**config.mk**
```make
export PLATFORM = sky130hd
export DESIGN_NAME = pipeline_hazard_ctrl
export DESIGN_NICKNAME = d
export VERILOG_FILES = /design/src/rtl/pipe_ctrl_pkg.sv /design/src/rtl/hazard_perf_counter.sv /design/src/rtl/pipeline_hazard_ctrl.sv
export SDC_FILE = /design/constraint.sdc
export NUM_CORES = 1
export LEC_CHECK = 0
export ABC_CLOCK_PERIOD_IN_PS = 4200
export BUFFER_PORTS_ARGS = -buffer_cell sky130_fd_sc_hd__buf_2
export CAP_MARGIN = 20
export CORE_MARGIN = 4
export CORE_UTILIZATION = 45
export CTS_CLUSTER_DIAMETER = 200
export DETAILED_ROUTE_END_ITERATION = 6
export PLACE_DENSITY = 0.7
export RECOVER_POWER = 25
export SYNTH_ARGS = -nofsm -noshare
export SYNTH_HDL_FRONTEND = slang
export SYNTH_SLANG_ARGS = --single-unit
```
**constraint.sdc**
```tcl
create_clock -name clk -period 4.2 [get_ports clk]
set_clock_uncertainty 0.2 [all_clocks]
set_input_delay 0.63 -clock clk [delete_from_list [all_inputs] [get_ports clk]]
set_output_delay 0.63 -clock clk [all_outputs]
set_load 0.01 [all_outputs]
```
**src/rtl/pipe_ctrl_pkg.sv**
```systemverilog
// pipe_ctrl_pkg: shared types and constants for the pipeline hazard controller
package pipe_ctrl_pkg;

    localparam int REG_AW_DEFAULT = 5;

    // Register x0 is hardwired to zero, so a load targeting it never creates a hazard
    localparam logic [4:0] X0 = 5'd0;

    typedef enum logic [1:0] {
        ST_RUN      = 2'd0,
        ST_MDU_BUSY = 2'd1,
        ST_MEM_WAIT = 2'd2
    } state_e;

endpackage

```
**src/rtl/hazard_perf_counter.sv**
```systemverilog
// hazard_perf_counter: saturating event counter with synchronous clear
module hazard_perf_counter #(
    parameter int CNT_W = 32
) (
    input  logic             clk,
    input  logic             rst_n,
    input  logic             inc_i,
    input  logic             clr_i,
    output logic [CNT_W-1:0] cnt_o
);

    logic [CNT_W-1:0] cnt_q, cnt_d;

    // Clear wins over increment; the count sticks at all-ones instead of wrapping
    always_comb cnt_d = clr_i ? '0 : (inc_i && !(&cnt_q)) ? cnt_q + CNT_W'(1) : cnt_q;

    // Counter register
    always_ff @(posedge clk or negedge rst_n)
        if (!rst_n) cnt_q <= '0;
        else        cnt_q <= cnt_d;

    assign cnt_o = cnt_q;

endmodule

```
**src/rtl/pipeline_hazard_ctrl.sv**
```systemverilog
// pipeline_hazard_ctrl: stall/flush sequencer for load-use, branch, MDU and memory-wait hazards
module pipeline_hazard_ctrl
    import pipe_ctrl_pkg::*;
#(
    parameter int REG_AW = REG_AW_DEFAULT,
    parameter int CNT_W  = 32
) (
    input  logic              clk,
    input  logic              rst_n,
    input  logic [REG_AW-1:0] id_rs1,
    input  logic [REG_AW-1:0] id_rs2,
    input  logic              id_use_rs1,
    input  logic              id_use_rs2,
    input  logic [REG_AW-1:0] ex_rd,
    input  logic              ex_memread,
    input  logic              ex_branch_taken,
    input  logic              ex_mdu_start,
    input  logic              mdu_done,
    input  logic              mem_req,
    input  logic              mem_ready,
    input  logic              cnt_clr,
    output logic              pc_write,
    output logic              ifid_write,
    output logic              ifid_flush,
    output logic              idex_write,
    output logic              idex_flush,
    output logic              exmem_write,
    output logic              exmem_flush,
    output logic              memwb_flush,
    output logic [CNT_W-1:0]  stall_cnt,
    output logic [CNT_W-1:0]  flush_cnt,
    output logic [1:0]        state_o
);

    state_e state_q, state_d;
    logic   busy, lu, mw, dw, hold, kill, lu_stall;

    // MEM_WAIT and the unused encoding behave exactly like RUN; only MDU_BUSY changes the rules
    assign busy = (state_q == ST_MDU_BUSY);
    assign lu   = ex_memread && (ex_rd != REG_AW'(X0)) &&
                  ((id_use_rs1 && ex_rd == id_rs1) || (id_use_rs2 && ex_rd == id_rs2));
    assign mw   = mem_req && !mem_ready;
    assign dw   = ex_mdu_start && !mdu_done;

    // Hazard classification in priority order: memory wait, MDU hold, branch kill, load-use bubble
    always_comb begin
        hold     = !mw && (busy ? !mdu_done : dw);
        kill     = !busy && !mw && !dw && ex_branch_taken;
        lu_stall = !busy && !mw && !dw && !ex_branch_taken && lu;
        state_d  = mw ? ST_MEM_WAIT : hold ? ST_MDU_BUSY : ST_RUN;
    end

    // Pipeline register controls derived from the active hazard
    always_comb begin
        pc_write    = !(mw || hold || lu_stall);
        ifid_write  = !(mw || hold || lu_stall);
        ifid_flush  = kill;
        idex_write  = !(mw || hold);
        idex_flush  = kill || lu_stall;
        exmem_write = !mw;
        exmem_flush = hold;
        memwb_flush = mw;
    end

    // FSM state register
    always_ff @(posedge clk or negedge rst_n)
        if (!rst_n) state_q <= ST_RUN;
        else        state_q <= state_d;

    assign state_o = state_q;

    hazard_perf_counter #(.CNT_W(CNT_W)) u_stall_cnt (
        .clk   (clk),
        .rst_n (rst_n),
        .inc_i (!pc_write),
        .clr_i (cnt_clr),
        .cnt_o (stall_cnt)
    );

    hazard_perf_counter #(.CNT_W(CNT_W)) u_flush_cnt (
        .clk   (clk),
        .rst_n (rst_n),
        .inc_i (ifid_flush),
        .clr_i (cnt_clr),
        .cnt_o (flush_cnt)
    );

endmodule

```
# [After elaboration in Yosys (flattened, before gate mapping)]
# Index checks and enable logic that the tools add are counted.
[totals] mem_bits_ro=0 memories=0 output_inout_bits=74 ff_bits=66 input_bits=26 latchBits=0 mem_bits_rw=0 elab_cells=48
[op_classes] mul=0 addsub=2 n_shift=0 n_eq_ne=3 n_lt_le_gt_ge=0 n_mux=7 n_bitwise=0 reduce_logical=33 div_mod_pow=0
[ops] operator="$mux 32" n=4
[ops] operator="$add 32x1->32 const B" n=2
[ops] operator="$reduce_and 32->1" n=2
[ops] operator="$logic_and 1x1->1" n=14
[ops] operator="$eq 5x5->1" n=2
[ops] operator="$logic_not 1->1" n=10
[ops] operator="$reduce_bool 5->1" n=1
[ops] operator="$logic_or 1x1->1" n=4
[ops] operator="$reduce_bool 2->1" n=2
[ops] operator="$eq 2x1->1 const B" n=1
[ops] operator="$mux 1" n=2
[ops] operator="$mux 2" n=1

# [Depth between registers and ports, before layout]
# Gate-level depths: netlist (run 1).
[depth] ltp_word=11 ltp_mapped=9 depth_no_buf=7

# [Modules after synthesis]
# A second synthesis (run 1) with hierarchy kept.
[hier_totals] hier_cells=420 area_unflattened_um2=4036.4
[modules_own_cells] mod="hazard_perf_counter at u_flush_cnt" seq_area_each_um2=800.8 n_inst=1 cells_per_inst=197 area_each_um2=1881.8
[modules_own_cells] mod="hazard_perf_counter at u_stall_cnt" seq_area_each_um2=800.8 n_inst=1 cells_per_inst=190 area_each_um2=1865.5
[modules_own_cells] mod="pipeline_hazard_ctrl" seq_area_each_um2=50.0 n_inst=1 cells_per_inst=33 area_each_um2=289.0

# [Worst setup path after synthesis (run 1)]
# OpenSTA, ideal clock, no wires.
[synth_timing] path_type="input port to output port" start="in ex_rd[1]" end="out pc_write" slack_ns=1.341 stages=7 n_path_buf=3 required_ns=3.370 t_arrival_ns=2.029 cell_sequence="or4_1 nor2_2 nor4b_4 a21boi_4 buf_6 buf_6 buf_4"
[synth_via] elab_chain_cells=7 word_cells_on_any_way=11 cone_classes="eq/ne (2); reduce/logical (9)"
[synth_rtl] item="start: declaration" line_no="pipeline_hazard_ctrl.sv:14" rtl="input logic [REG_AW-1:0] ex_rd,"
[synth_rtl] item="$eq 5x5->1" line_no="pipeline_hazard_ctrl.sv:41" rtl="((id_use_rs1 && ex_rd == id_rs1) || (id_use_rs2 && ex_rd == id_rs2));"
[synth_rtl] item="$logic_and 1x1->1" line_no="pipeline_hazard_ctrl.sv:41"
[synth_rtl] item="$logic_or 1x1->1" line_no="pipeline_hazard_ctrl.sv:41"
[synth_rtl] item="$logic_and 1x1->1 *" line_no="pipeline_hazard_ctrl.sv:40" rtl="assign lu = ex_memread && (ex_rd != REG_AW'(X0)) &&"
[synth_rtl] item="$logic_and 1x1->1 *" line_no="pipeline_hazard_ctrl.sv:49" rtl="lu_stall = !busy && !mw && !dw && !ex_branch_taken && lu;"
[synth_rtl] item="$logic_or 1x1->1 *"
[synth_rtl] item="$logic_not 1->1 *"
[synth_rtl] item="end: declaration" line_no="pipeline_hazard_ctrl.sv:22" rtl="output logic pc_write,"
# Mark *: on every way between the ends. The rest lies on a longest branch, timed or not.

# [Worst setup path after layout (run 1)]
[layout_timing] start="in ex_rd[1]" end="out pc_write"
[layout_via] elab_chain_cells=7 word_cells_on_any_way=11 cone_classes="eq/ne (2); reduce/logical (9)"
[layout_rtl] item="$eq 5x5->1" line_no="pipeline_hazard_ctrl.sv:41"
[layout_rtl] item="$logic_and 1x1->1" line_no="pipeline_hazard_ctrl.sv:41"
[layout_rtl] item="$logic_or 1x1->1" line_no="pipeline_hazard_ctrl.sv:41"
[layout_rtl] item="$logic_and 1x1->1 *" line_no="pipeline_hazard_ctrl.sv:40"
[layout_rtl] item="$logic_and 1x1->1 *" line_no="pipeline_hazard_ctrl.sv:49"
[layout_rtl] item="$logic_or 1x1->1 *" line_no="pipeline_hazard_ctrl.sv:55" rtl="pc_write = !(mw || hold || lu_stall);"
[layout_rtl] item="$logic_not 1->1 *" line_no="pipeline_hazard_ctrl.sv:55"
# Marks and branches as above.

==> out/metrics.yaml, run 1 <==
status: "finished clean"
async_flop_share: 1.00
synth_edf_count: 0
drc: 0
first_iter_violations: 129
syn-cell-area_sq_um: 3990
reg2reg_slack_ps: 1480
ys.warnings.count: 0
crit_fanout: 21
rsz0062_at_grt: "false"
syn_nets: 452
crit_arrival_ps: 2250
place_congestion: 0.833
multiInputGateArea_sq_um: 2170
slew-limit-headroom: 0.0434
hold_class: "in2async"
min_period_ps: 3080
crit_path_frequent_cell: "buf_2"
cts.path.max_buffers: 2
cp_slowest_cell: "or4_1"
hold_buffers: 0
yosysTopAreaCellShare: 0.414
num_vias: 3577
cts_resized: 0
dieArea_sq_um: 10400
powerDensity_nw_per_um2: 269
nFillCells: 802
path_buf_inv: 2
num_io_pins: 100
die_h_um: 102
floorplan.initialDensity: 0.460
diodes: 0
ys_seq_area_frac: 0.414
postRouteAntennaNets: 0
critPathTopFamily: "simple AND/OR/NAND/NOR gates"
dp_hpwl_um: 6880
core-area_sq_um: 8680
post_cts_buffers: 0
crit_required_ps: 3370
synthCells: 424
p_leak_nw: 2.13
clk_pin_slew_ps: 70
regArea_sq_um: 1650
grt_pass1_vias: 3453
wirelength_um: 9620
critPathKind: "in2out"
yosysTopAreaCell: "dfrtp_1"
worst-slew-pin-transition_ps: 1430
cts_buffers: 9
vias_per_cell: 5.69
area_growth_pct: 17.8
mostFrequentLayoutCells: "98 x buf_2, 66 x dfrtp_1, 51 x nor2_1, 34 x nand3_1, 26 x nand2_1"
clk_latency_ps: 330
grt_max_degree: 46
cts.sinks: 66
drv_slew: 0
layout_commonest_cell: "buf_2"
fin_crit_sh: 0.733
grt_util_all_layers: 0.189
antenna_found_initial: 0
path_cells: "buf_2 > or4_1 > nor2_2 > nor4b_4 > a21boi_4 > buf_2"
ir_drop_v: 0.000210
synthDistinctLibCells: 49
setup_tns_ps: 0
synthFlopType: "dfrtp_1"
endpoint_kind: "primary output"
start_kind: "primary input"
first_pass_iters: 4
h-tree-depth: 3
cts_root_buf: "clkbuf_8"
hold_ws_ps: 276
grt_pass1_wl_um: 16200
setup_violations: 0
synth.avg_cell_area_sq_um: 9.42
final-hold-violation-count: 0
cap_violations: 0
slowest_delay_ps: 530
portBuffers: 99
num_rows: 34
nets: 544
die_w_um: 102
ys_ff_latch: 66
final_layout_size_suffix_gt1_frac: 0.278
grt-ovfl-total: 0
ys_top_cells_by_area: "dfrtp_1 41%, xor2_1 5.0%, nor2_1 4.8%, nand3_1 4.3%, mux2_4 3.8%"
fmax_mhz: 325
cts_tree: "yes"
wire_per_inst_um: 15.3
[cells by family (layout without fill, tap and decap cells)]
logic type | after synthesis | after routing | share of synthesized area
mux | 11 | 11 | 0.0401
simple gates | 221 | 221 | 0.323
xor+xnor | 38 | 38 | 0.0833
fa+ha+maj | 2 | 2 | 0.00626
buf+inv | 32 | 129 | 0.0457
flops | 66 | 66 | 0.414
compound gates | 54 | 54 | 0.0877
[per-stage QoR]
step	setup WS, ps	util	power, mW	cell area (sq um)	cells
after floorplan	1340	-	0.721	3990	424
after global placement	1140	0.521	0.762	4520	612
after detailed placement	1110	0.521	0.765	4520	612
final	1120	0.542	1.26	4700	629
after global routing	1000	0.542	1.32	4700	629
after CTS	1110	0.542	1.28	4700	628
[metal layers]
layer  GRT usage  part of all wire  routed length [um]
met5           0                 0                   0
met4      0.0424            0.0065                  63
met3      0.0369             0.046                 441
met2       0.328              0.51                4950
met1       0.245              0.43                4160
[Yosys cell counts (all sizes together), types with 2 or more instances]
cell / n
a21oi: 23
and3: 11
and4: 7
buf: 13
clkbuf: 13
dfrtp: 66
ha: 2
inv: 6
mux2: 10
nand2: 26
nand2b: 4
nand3: 34
nand3b: 2
nand4: 25
nor2: 52
nor2b: 11
nor3: 9
nor3b: 2
nor4: 11
nor4b: 2
o21ai: 4
o31ai: 18
or3: 3
or4: 19
xnor2: 15
xor2: 23
[state kept, by name (all words and copies together) (netlist names)]
register / cells
state_o: 2
u_stall_cnt.cnt_o: 32
u_flush_cnt.cnt_o: 32
[worst register-to-register path, delay by kind of cell, from the launching register on]
kind	cells	cell delay (ps)
adder cells (fa/ha/maj)	1	190
buffers and inverters	2	510
flip-flops	1	430
multiplexers	1	320
AND/OR/NAND/NOR	5	960
[cell type report]
cell class              instances  area share
multi-input cells             326       0.460
flip-flops and latches         66       0.351
repair buffers                107       0.117
clock buffers                  13      0.0295
well taps                     108      0.0287
clock inverters                 3     0.00851
inverters                       6     0.00479
[power breakdown]
group	switching (mW)	internal, mW
combinational	0.0693	0.0373
sequential	0.00513	0.640
clock	0.238	0.274
total	0.313	0.951
[path summary, 6_finish.rpt]
path,start,endpoint,cells past startpoint
setup / recovery,ex_rd[1],pc_write,6
hold / removal,rst_n,u_stall_cnt.cnt_o[5]$_DFFE_PN0P_,1
setup reg to reg,u_stall_cnt.cnt_o[0]$_DFFE_PN0P_,u_stall_cnt.cnt_o[6]$_DFFE_PN0P_,9
hold reg to reg,u_flush_cnt.cnt_o[10]$_DFFE_PN0P_,u_flush_cnt.cnt_o[10]$_DFFE_PN0P_,2
max in group asynchronous,rst_n,u_flush_cnt.cnt_o[8]$_DFFE_PN0P_,3
min in group clk,u_flush_cnt.cnt_o[10]$_DFFE_PN0P_,u_flush_cnt.cnt_o[10]$_DFFE_PN0P_,2
Power figures use the tool's default switching activity.
==> run 2: changes to the inputs <==
- ABC_AREA: unset -> 1
- ABC_CLOCK_PERIOD_IN_PS: 4200 -> 3220
- PLACE_DENSITY: 0.7 -> 0.68
- clock period: 4.2 -> 3.22 ns (I/O delays scaled with it)
==> run 2 against run 1 <==
The run now ends with capacitance limit, slew limit left; first-iteration DRC count increased to 2.7 times the previous value; highest routed layer unchanged; worst hold slack got worse by 120 ps; global-route usage increased by 3.8 points; count of clock-buffer cells in the layout decreased by 1.
==> out/metrics.yaml, run 2 <==
ys_ff_latch: 66  # unchanged
min_period_ps: 2480
worst-slew-pin-transition_ps: 1650  # +219 ps
vias_per_cell: 5.16  # -9.3%
synthFlopType: "dfrtp_1"
wire_per_inst_um: 13.7  # -10%
clk_latency_ps: 360  # +30 ps
fmax_mhz: 403
ys_seq_area_frac: 0.331  # -0.0827
num_io_pins: 100  # unchanged
synth_most_common_cell: "nand2_1"
reg2reg_slack_ps: 940  # -540 ps
endpoint_kind: "primary output"
path_buf_inv: 2  # unchanged
critPathKind: "reg2out"
grt_use_met2: 0.342  # +0.0141
clk_pin_slew_ps: 70  # about the same
first_iter_violations: 354  # +170%
grt-ovfl-total: 0  # unchanged
syn_nets: 812  # +80%
synthCells: 784  # +85%
num_rows: 38  # +12%
cts_buffers: 9  # unchanged
r2r_start: "u_flush_cnt.cnt_o[0]$_DFFE_PN0P_"
grt_max_degree: 67  # +46%
drc: 0  # unchanged
met1_usage: 0.332  # +0.0870
ys_top_cells_by_area: "dfrtp_1 33%, nand2_1 19%, nand3_1 8.3%, nor2_1 7.9%, inv_1 7.7%"
area_growth_pct: 15.4
ir_drop_v: 0.000168  # -20%
syn-cell-area_sq_um: 4990  # +25%
synth.avg_cell_area_sq_um: 6.37  # -32%
synth_edf_count: 0  # unchanged
total_power_mw: 1.76  # +40%
diodes: 0  # unchanged
die_h_um: 113  # +11%
final_layout_size_suffix_gt1_frac: 0.168  # -0.110
dp_hpwl_um: 10400  # +51%
num_vias: 5269  # +47%
hold_start: "cnt_clr"
core-area_sq_um: 10800  # +25%
cts.path.max_buffers: 2  # unchanged
ys.warnings.count: 0  # unchanged
h-tree-depth: 3  # unchanged
setup_tns_ps: 0  # unchanged
slew-limit-headroom: -0.103  # -0.146
violations: "capacitance limit, slew limit"
yosysTopAreaCellShare: 0.331  # -0.0827
hold_ws_ps: 153  # -123 ps
cap_violations: 1  # +1
final-hold-violation-count: 0  # unchanged
wirelength_um: 14000  # +46%
grt_pass1_vias: 4900  # +42%
postRouteAntennaNets: 0  # unchanged
grt_pass1_wl_um: 23700  # +47%
post_cts_buffers: 0  # unchanged
cp_slowest_cell: "dfrtp_1"
crit_arrival_ps: 1800  # -450 ps
rsz0062_at_grt: "false"
powerDensity_nw_per_um2: 306  # +14%
rr_worst_depth: 11  # +2
die_w_um: 113  # +11%
path_cells: "nor2_1 > nor2_1 > nand3_1 > nor2_1 > nand2_1 > nand2_2 > inv_1 > buf_2"
crit_path_frequent_cell: "nor2_1"
grt-busiest-layer: "met2"
holdPathEnd: "u_flush_cnt.cnt_o[0]$_DFFE_PN0P_"
mostFrequentLayoutCells: "254 x nand2_1, 105 x nor2_1, 102 x inv_1, 99 x buf_2, 83 x nand3_1"
status: "finished with violations"
nets: 904  # +66%
first_pass_iters: 4  # unchanged
synthDistinctLibCells: 32  # -35%
critPathTopFamily: "simple AND/OR/NAND/NOR gates"
portBuffers: 99  # unchanged
use_met3: 0.0422  # +0.00539
fin_crit_sh: 0.771
r2r-end: "u_flush_cnt.cnt_o[26]$_DFFE_PN0P_"
dieArea_sq_um: 12800  # +23%
cts_root_buf: "clkbuf_8"
async_flop_share: 1.00  # unchanged
synthTopCellsByCount: "254 x nand2_1, 105 x nor2_1, 103 x inv_1"
antenna_found_initial: 0  # unchanged
crit_required_ps: 2540  # -830 ps
hold_class: "in2reg"
grt_util_all_layers: 0.227  # +0.0382
slowest_delay_ps: 380  # -150 ps
hold_buffers: 1  # +1
floorplan.initialDensity: 0.461  # about the same
hold_depth: 2
crit_fanout: 11  # -48%
place_congestion: 0.919  # +10%
cts.sinks: 66  # unchanged
drv_slew: 67  # +67
setup_violations: 0  # unchanged
cts_tree: "yes"
layout_commonest_cell: "nand2_1"
cts_resized: 0  # unchanged
p_leak_nw: 3.10  # +46%
yosysTopAreaCell: "dfrtp_1"
start_kind: "register"
==> run 2: area by class of cell <==
type                    instances  area, sq um
repair buffers                106          548
fillers                      1157         5080
multi-input cells             587         2780
flip-flops and latches         66         1650
inverters                     106          403
well taps                     140          175
clock buffers                  12          155
clock inverters                 4         50.0
==> run 2: metrics by stage <==
step,cell area (sq um),setup WS [ps],std cells,utilization
2_1_floorplan,4990,897,784,-
3_3_place_gp,5560,897,1004,0.513
3_5_place_dp,5560,876,1004,0.513
4_1_cts,5770,707,1021,0.533
5_1_grt,5760,476,1021,0.531
6_report,5760,739,1021,0.531
==> run 2: layer usage <==
layer / routed length, um / vias to the layer above
met5: 0 / -
met4: 191 / 0
met3: 958 / 14
met2: 6040 / 169
met1: 6830 / 2403
li1: - / 2683
==> run 2: worst max path at each step <==
stage	slack, ps	depth (start not counted)	to	from
floorplan	900	8	pc_write	mem_ready
CTS	710	8	ifid_write	state_o[1]$_DFF_PN0_
global route	480	3	u_flush_cnt.cnt_o[2]$_DFFE_PN0P_	rst_n
detailed placement	880	9	u_flush_cnt.cnt_o[17]$_DFFE_PN0P_	mdu_done
finish	740	8	ifid_write	state_o[1]$_DFF_PN0_
global placement	900	11	ifid_write	mdu_done
==> run 2: report_power, final <==
group / total [mW] / switching, mW / internal [mW]
sequential: 0.843 / 0.00820 / 0.835
clock: 0.742 / 0.343 / 0.399
combinational: 0.179 / 0.130 / 0.0492
total: 1.76 / 0.481 / 1.28
==> run 2: logic make-up (layout without fill, tap and decap cells) <==
family                     after synthesis  count (layout)  share of synthesized area
DFF                                     66              66                      0.331
adders and majority gates                2               2                    0.00501
and+or+nand+nor                        532             532                      0.479
AOI/OAI and AO/OA                       35              35                     0.0404
xor gates and xnor gates                18              18                     0.0316
buffers and inverters                  131             228                      0.113
